File: src/rtl/fetch_decode_queue.sv
// ---------------------------------------------------------------------------
// FetchDecodeQueue (module fetch_decode_queue)
//
// Purpose:
//   In-order instruction queue between the fetch and decode stages of the
//   RV64I core. Fetch pushes {pc, instr} pairs under a valid/ready handshake.
//   Decode sees the oldest entry together with pre-extracted register and
//   opcode fields and two fault flags. A flush discards every queued entry.
//
// Ports:
//   clk            rising-edge clock
//   rst_n          asynchronous active-low reset
//   flush          synchronous discard of all entries (redirect)
//   in_valid       fetch presents a pc/instr pair
//   in_ready       queue can accept a push this cycle (registered state only)
//   in_pc          pc of the incoming instruction
//   in_instr       incoming instruction
//   out_valid      head entry valid
//   out_ready      decode consumes the head this cycle
//   out_pc         pc of the head entry
//   out_pc_plus4   out_pc + 4, wrapping at 64 bits
//   out_instr      head instruction
//   out_opcode     out_instr[6:0]
//   out_rd         out_instr[11:7]
//   out_funct3     out_instr[14:12]
//   out_rs1        out_instr[19:15]
//   out_rs2        out_instr[24:20]
//   out_illegal    head valid and not a 32-bit encoding (no compressed ISA)
//   out_misaligned head valid and pc not word aligned
//   count          current occupancy, 0..DEPTH
// ---------------------------------------------------------------------------
module fetch_decode_queue #(
  parameter int DEPTH = 2,
  parameter int PTR_W = 1
) (
  input  logic             clk,
  input  logic             rst_n,
  input  logic             flush,
  input  logic             in_valid,
  output logic             in_ready,
  input  logic [63:0]      in_pc,
  input  logic [31:0]      in_instr,
  output logic             out_valid,
  input  logic             out_ready,
  output logic [63:0]      out_pc,
  output logic [63:0]      out_pc_plus4,
  output logic [31:0]      out_instr,
  output logic [6:0]       out_opcode,
  output logic [4:0]       out_rd,
  output logic [2:0]       out_funct3,
  output logic [4:0]       out_rs1,
  output logic [4:0]       out_rs2,
  output logic             out_illegal,
  output logic             out_misaligned,
  output logic [PTR_W:0]   count
);

  localparam logic [PTR_W:0] FULL_COUNT = (PTR_W+1)'(DEPTH);

  logic [63:0]    r_memPc    [DEPTH];
  logic [31:0]    r_memInstr [DEPTH];
  logic [PTR_W-1:0] r_rdPtr;
  logic [PTR_W-1:0] r_wrPtr;
  logic [PTR_W:0] r_count;

  logic        w_push;
  logic        w_pop;
  logic [63:0] w_headPc;
  logic [31:0] w_headInstr;

  // Handshake qualifiers. Both depend only on registered occupancy, so
  // in_ready never combinationally follows out_ready; a full queue refuses a
  // push even when decode pops in the same cycle.
  assign in_ready  = (r_count != FULL_COUNT);
  assign out_valid = (r_count != '0);
  assign w_push    = in_valid & in_ready & ~flush;
  assign w_pop     = out_valid & out_ready & ~flush;

  // Pointer, occupancy and storage update. Flush wins over push/pop and only
  // rewinds the bookkeeping; stale storage is harmless because out_valid
  // drops with count.
  always_ff @(posedge clk or negedge rst_n) begin
    if (!rst_n) begin
      r_rdPtr <= '0;
      r_wrPtr <= '0;
      r_count <= '0;
      for (int i = 0; i < DEPTH; i++) begin
        r_memPc[i]    <= '0;
        r_memInstr[i] <= '0;
      end
    end else if (flush) begin
      r_rdPtr <= '0;
      r_wrPtr <= '0;
      r_count <= '0;
    end else begin
      if (w_push) begin
        r_memPc[r_wrPtr]    <= in_pc;
        r_memInstr[r_wrPtr] <= in_instr;
        r_wrPtr             <= r_wrPtr + PTR_W'(1);
      end
      if (w_pop) begin
        r_rdPtr <= r_rdPtr + PTR_W'(1);
      end
      case ({w_push, w_pop})
        2'b10:   r_count <= r_count + (PTR_W+1)'(1);
        2'b01:   r_count <= r_count - (PTR_W+1)'(1);
        default: r_count <= r_count;
      endcase
    end
  end

  // Head decode: everything decode needs is sliced straight out of the
  // oldest entry. When empty these show the stale head; decode must qualify
  // on out_valid, and the fault flags are gated here for that reason.
  assign w_headPc    = r_memPc[r_rdPtr];
  assign w_headInstr = r_memInstr[r_rdPtr];

  assign out_pc         = w_headPc;
  assign out_pc_plus4   = w_headPc + 64'd4;
  assign out_instr      = w_headInstr;
  assign out_opcode     = w_headInstr[6:0];
  assign out_rd         = w_headInstr[11:7];
  assign out_funct3     = w_headInstr[14:12];
  assign out_rs1        = w_headInstr[19:15];
  assign out_rs2        = w_headInstr[24:20];
  assign out_illegal    = out_valid & (w_headInstr[1:0] != 2'b11);
  assign out_misaligned = out_valid & (w_headPc[1:0] != 2'b00);
  assign count          = r_count;

endmodule
File: config.mk
export PLATFORM = sky130hd
export DESIGN_NAME = fetch_decode_queue
export DESIGN_NICKNAME = d
export VERILOG_FILES = /design/src/rtl/fetch_decode_queue.sv
export SDC_FILE = /design/constraint.sdc
export NUM_CORES = 1
export LEC_CHECK = 0
export ABC_AREA = 0
export CELL_PAD_IN_SITES_DETAIL_PLACEMENT = 0
export CELL_PAD_IN_SITES_GLOBAL_PLACEMENT = 1
export CORE_MARGIN = 2
export CORE_UTILIZATION = 38
export DETAILED_ROUTE_END_ITERATION = 6
export HOLD_SLACK_MARGIN = 0.1
export PLACE_DENSITY_LB_ADDON = 0.1
export SLEW_MARGIN = 0
export SYNTH_ARGS = -nofsm -noshare
export SYNTH_HDL_FRONTEND = slang
export SYNTH_SLANG_ARGS = --single-unit
File: constraint.sdc
create_clock -name clk -period 5.2 [get_ports clk]
set_input_delay 1.04 -clock clk [delete_from_list [all_inputs] [get_ports clk]]
set_output_delay 1.04 -clock clk [all_outputs]
set_load 0.005 [all_outputs]
==> results_dict.tcl, run 1 <==
set metrics [dict create \
    critical_path_class "reg -> out" \
    multi_input_area_um2 5220 \
    detail-route-antenna-nets 0 \
    synth_most_common_cell "mux2_2" \
    synth-seq-cells 196 \
    crit_chain "nand2b_1 -> and2_1 -> inv_1 -> ha_1 -> nand4b_1 -> a22oi_1 -> nand4_1 -> buf_4 -> or3_1 -> nor4_2 -> xor2_1 -> clkdlybuf4s50_1" \
    final_nets 1241 \
    pwr-share-clk 0.234 \
    drc_errors 0 \
    p_sw_uw 1840 \
    syn_area_per_cell_um2 12.0 \
    fmax_mhz 206 \
    area_growth_pct 35.8 \
    outcome "complete, no violations" \
    slowest_delay_ns 0.51 \
    grt_pass1_wl_mm 46.0 \
    fin_setup_tns_ns 0 \
    syn_nets 981 \
    clock-root-buffer "clkbuf_16" \
    slew_headroom 0.418 \
    gp_congestion 0.765 \
    cts_hold_buf 0 \
    worstRegToRegCells 6 \
    portBuffers 291 \
    htreeDepth 4 \
    fin_skew_ns 0.0128 \
    finalSetupViolCount 0 \
    switching_share 0.315 \
    seqCellArea_um2 4910 \
    clkLatencyLatePin_ns 0.44 \
    min_path_cells 1 \
    cts_tree "done" \
    final_layout_size_suffix_gt1_frac 0.286 \
    n_fill_cell 2524 \
    min_period_over_period 0.933 \
    die_y_um 171 \
    dieArea_um2 29200 \
    grt_max_degree 104 \
    grt_util_all_layers 0.204 \
    critical_path.max_fanout 6 \
    synth-seq-area-share 0.463 \
    drt-pass1-iter-count 5 \
    drv_slew 0 \
    wirelength_mm 29.5 \
    power.static_leakage_uw 0.00573 \
    cp.required_ns 4.16 \
    initial_core_util 0.383 \
    hold_end "r_memPc[120]$_DFFE_PN0P_" \
    slowest_stage "dfrtp_4" \
    peakVddDrop_v 0.000193 \
    syn-instance-count 879 \
    synth_ff_type "dfrtp_1" \
    yosysWarnings 0 \
    dp.cells 1496 \
    syn_area_um2 10600 \
    r2r-end "r_memPc[63]$_DFFE_PN0P_" \
    avgRoutedWirePerCell_um 19.2 \
    holdWs_ns 0.503 \
    p_comb_frac 0.377 \
    row_count 61 \
    arrival_ns 3.81 \
    intPower_uw 3990 \
    synth_edf_count 0 \
    cap_violations 0 \
    hpwl_mm 21.3 \
    cp-end-kind "output pin" \
    drt_iter0_drc 414 \
    hold_start "r_memPc[120]$_DFFE_PN0P_" \
    clock_path_buffers 2 \
    r2r_slack_ns 2.41 \
    yosys-top-cells-count "264 x mux2_2, 196 x dfrtp_1, 49 x nand2_1" \
    viasPerCell 5.11 \
    fp.coreArea_um2 27600 \
    stdcell_count 1533 \
    hold_violations 0 \
    synth_top_area_cell "dfrtp_1" \
    ios 292 \
    grt_pass1_vias 8123 \
    synthTopCellsByArea "dfrtp_1 46%, mux2_2 28%, xnor2_1 3.6%, buf_4 2.1%, nand2_1 1.7%" \
    synthArstFlopShare 1.00 \
    synth_top_area_frac 0.463 \
    seqPwrFrac 0.389 \
    path_clk_slew_ns 0.08 \
    rsz0062_at_grt "no" \
    worstMarginPinSlew_ns 0.872 \
    min_period_ns 4.85 \
    rr_startpoint "count[0]$_DFFE_PN0P_" \
    powerDensity_nw_per_um2 405 \
    cts_buffers 17 \
    clock_sinks 196 \
    grt_overflow 0 \
    startpoint_type "flop" \
    synth_cell_type_count 47 \
    hp-class "reg -> reg" \
    die_x_um 171 \
    antenna_found_initial 5 \
    vias 7827 \
]
worst max-delay path, delay by kind of cell (launching register included):
kind | cells | cell delay, ns
AO/OA/AOI/OAI | 1 | 0.33
XOR/XNOR | 1 | 0.18
adder cells (fa/ha/maj) | 1 | 0.22
buffers and inverters | 3 | 0.79
flip-flops | 1 | 0.51
AND/OR/NAND/NOR | 6 | 1.34
timing repair:
| action | CTS | global route |
|---|---|---|
| endpoints found under the setup margin | 0 | 2 |
| gates resized for setup | 0 | 1 |
| buffers inserted | 0 | 2 |
state kept, by name (all words and copies together) (netlist names):
signal      count
r_memPc       128
r_memInstr     64
count           2
r_rdPtr         1
r_wrPtr         1
power by group through the flow:
stage | Combinational (uW) | Sequential [uW] | Clock, uW
floorplan | 1160 | 2190 | 0
global placement | 2210 | 2280 | 0
detailed placement | 2220 | 2290 | 0
CTS | 2230 | 2260 | 1410
global route | 2390 | 2330 | 1480
finish | 2200 | 2270 | 1360
layer usage:
metal  global-route usage  up-vias  part of all wire
met5                    0        -           0.00078
met4               0.0545        4             0.013
met3               0.0539       25             0.067
met2                0.324      208              0.47
met1                0.276     3924              0.45
li1                     -     3666                 -
per-stage QoR:
stage / cell area, um^2 / power, uW / utilization / worst slack, ns
floorplan: 10600 / 3350 / - / 0.479
global placement: 13700 / 4490 / 0.497 / 0.605
detailed placement: 13700 / 4510 / 0.497 / 0.594
CTS: 14400 / 5910 / 0.519 / 0.0975
global route: 14400 / 6200 / 0.520 / 0.0711
finish: 14400 / 5830 / 0.520 / 0.347
logic make-up after synthesis:
logic type               share of synthesized area
AO/OA/AOI/OAI                               0.0365
XOR/XNOR                                    0.0505
adder cells (fa/ha/maj)                    0.00118
buffers and inverters                       0.0453
flip-flops                                   0.463
multiplexers                                 0.293
AND/OR/NAND/NOR                              0.110
how the worst max path moves through the flow:
stage	to	slack [ns]	cells after the start	startpoint
global route	out_pc_plus4[48]	0.07	12	r_rdPtr$_DFFE_PN0P_
floorplan	out_pc_plus4[48]	0.48	16	r_rdPtr$_DFFE_PN0P_
detailed placement	out_pc_plus4[48]	0.59	11	r_rdPtr$_DFFE_PN0P_
CTS	out_pc_plus4[48]	0.1	11	r_rdPtr$_DFFE_PN0P_
global placement	out_pc_plus4[48]	0.61	11	r_rdPtr$_DFFE_PN0P_
finish	out_pc_plus4[48]	0.35	12	r_rdPtr$_DFFE_PN0P_
layout by cell type, fill, tap and decap left out, types with 4 or more instances in the layout:
cell	count
a21o_1	7
a21oi_1	9
a22oi_1	10
a32o_1	8
and3_1	6
buf_4	15
clkbuf_16	17
clkdlybuf4s50_1	290
clkinv_8	5
dfrtp_1	195
inv_1	22
inv_6	4
mux2_2	264
mux2i_1	13
nand2_1	48
nand2b_1	4
nand3_1	36
nand3b_1	17
nand4_1	24
nand4b_1	10
nor2_1	23
nor2b_1	10
nor3_1	5
nor4_2	4
o21ai_0	4
xnor2_1	43
xor2_1	18
area by class of cell:
cell class | instances | area share
timing repair buffer | 308 | 0.213
inverter | 22 | 0.00574
tap | 378 | 0.0329
clock buffer | 17 | 0.0296
clock inverter | 15 | 0.0134
multi-input combinational | 594 | 0.363
antenna | 3 | 0.000522
sequential | 196 | 0.341
(Power assumes the default switching activity.)
==> run 2, diff against run 1 <==
Settings changed: CAP_MARGIN from default to 20.
==> results of run 2 <==
Same layout as run 1: the final DEF is identical, and so are final timing and power.
==> run 3, diff against run 2 <==
Settings changed: SKIP_LAST_GASP from default to 1.
==> results of run 3 <==
Same layout as run 1: the final DEF is identical, and so are final timing and power.
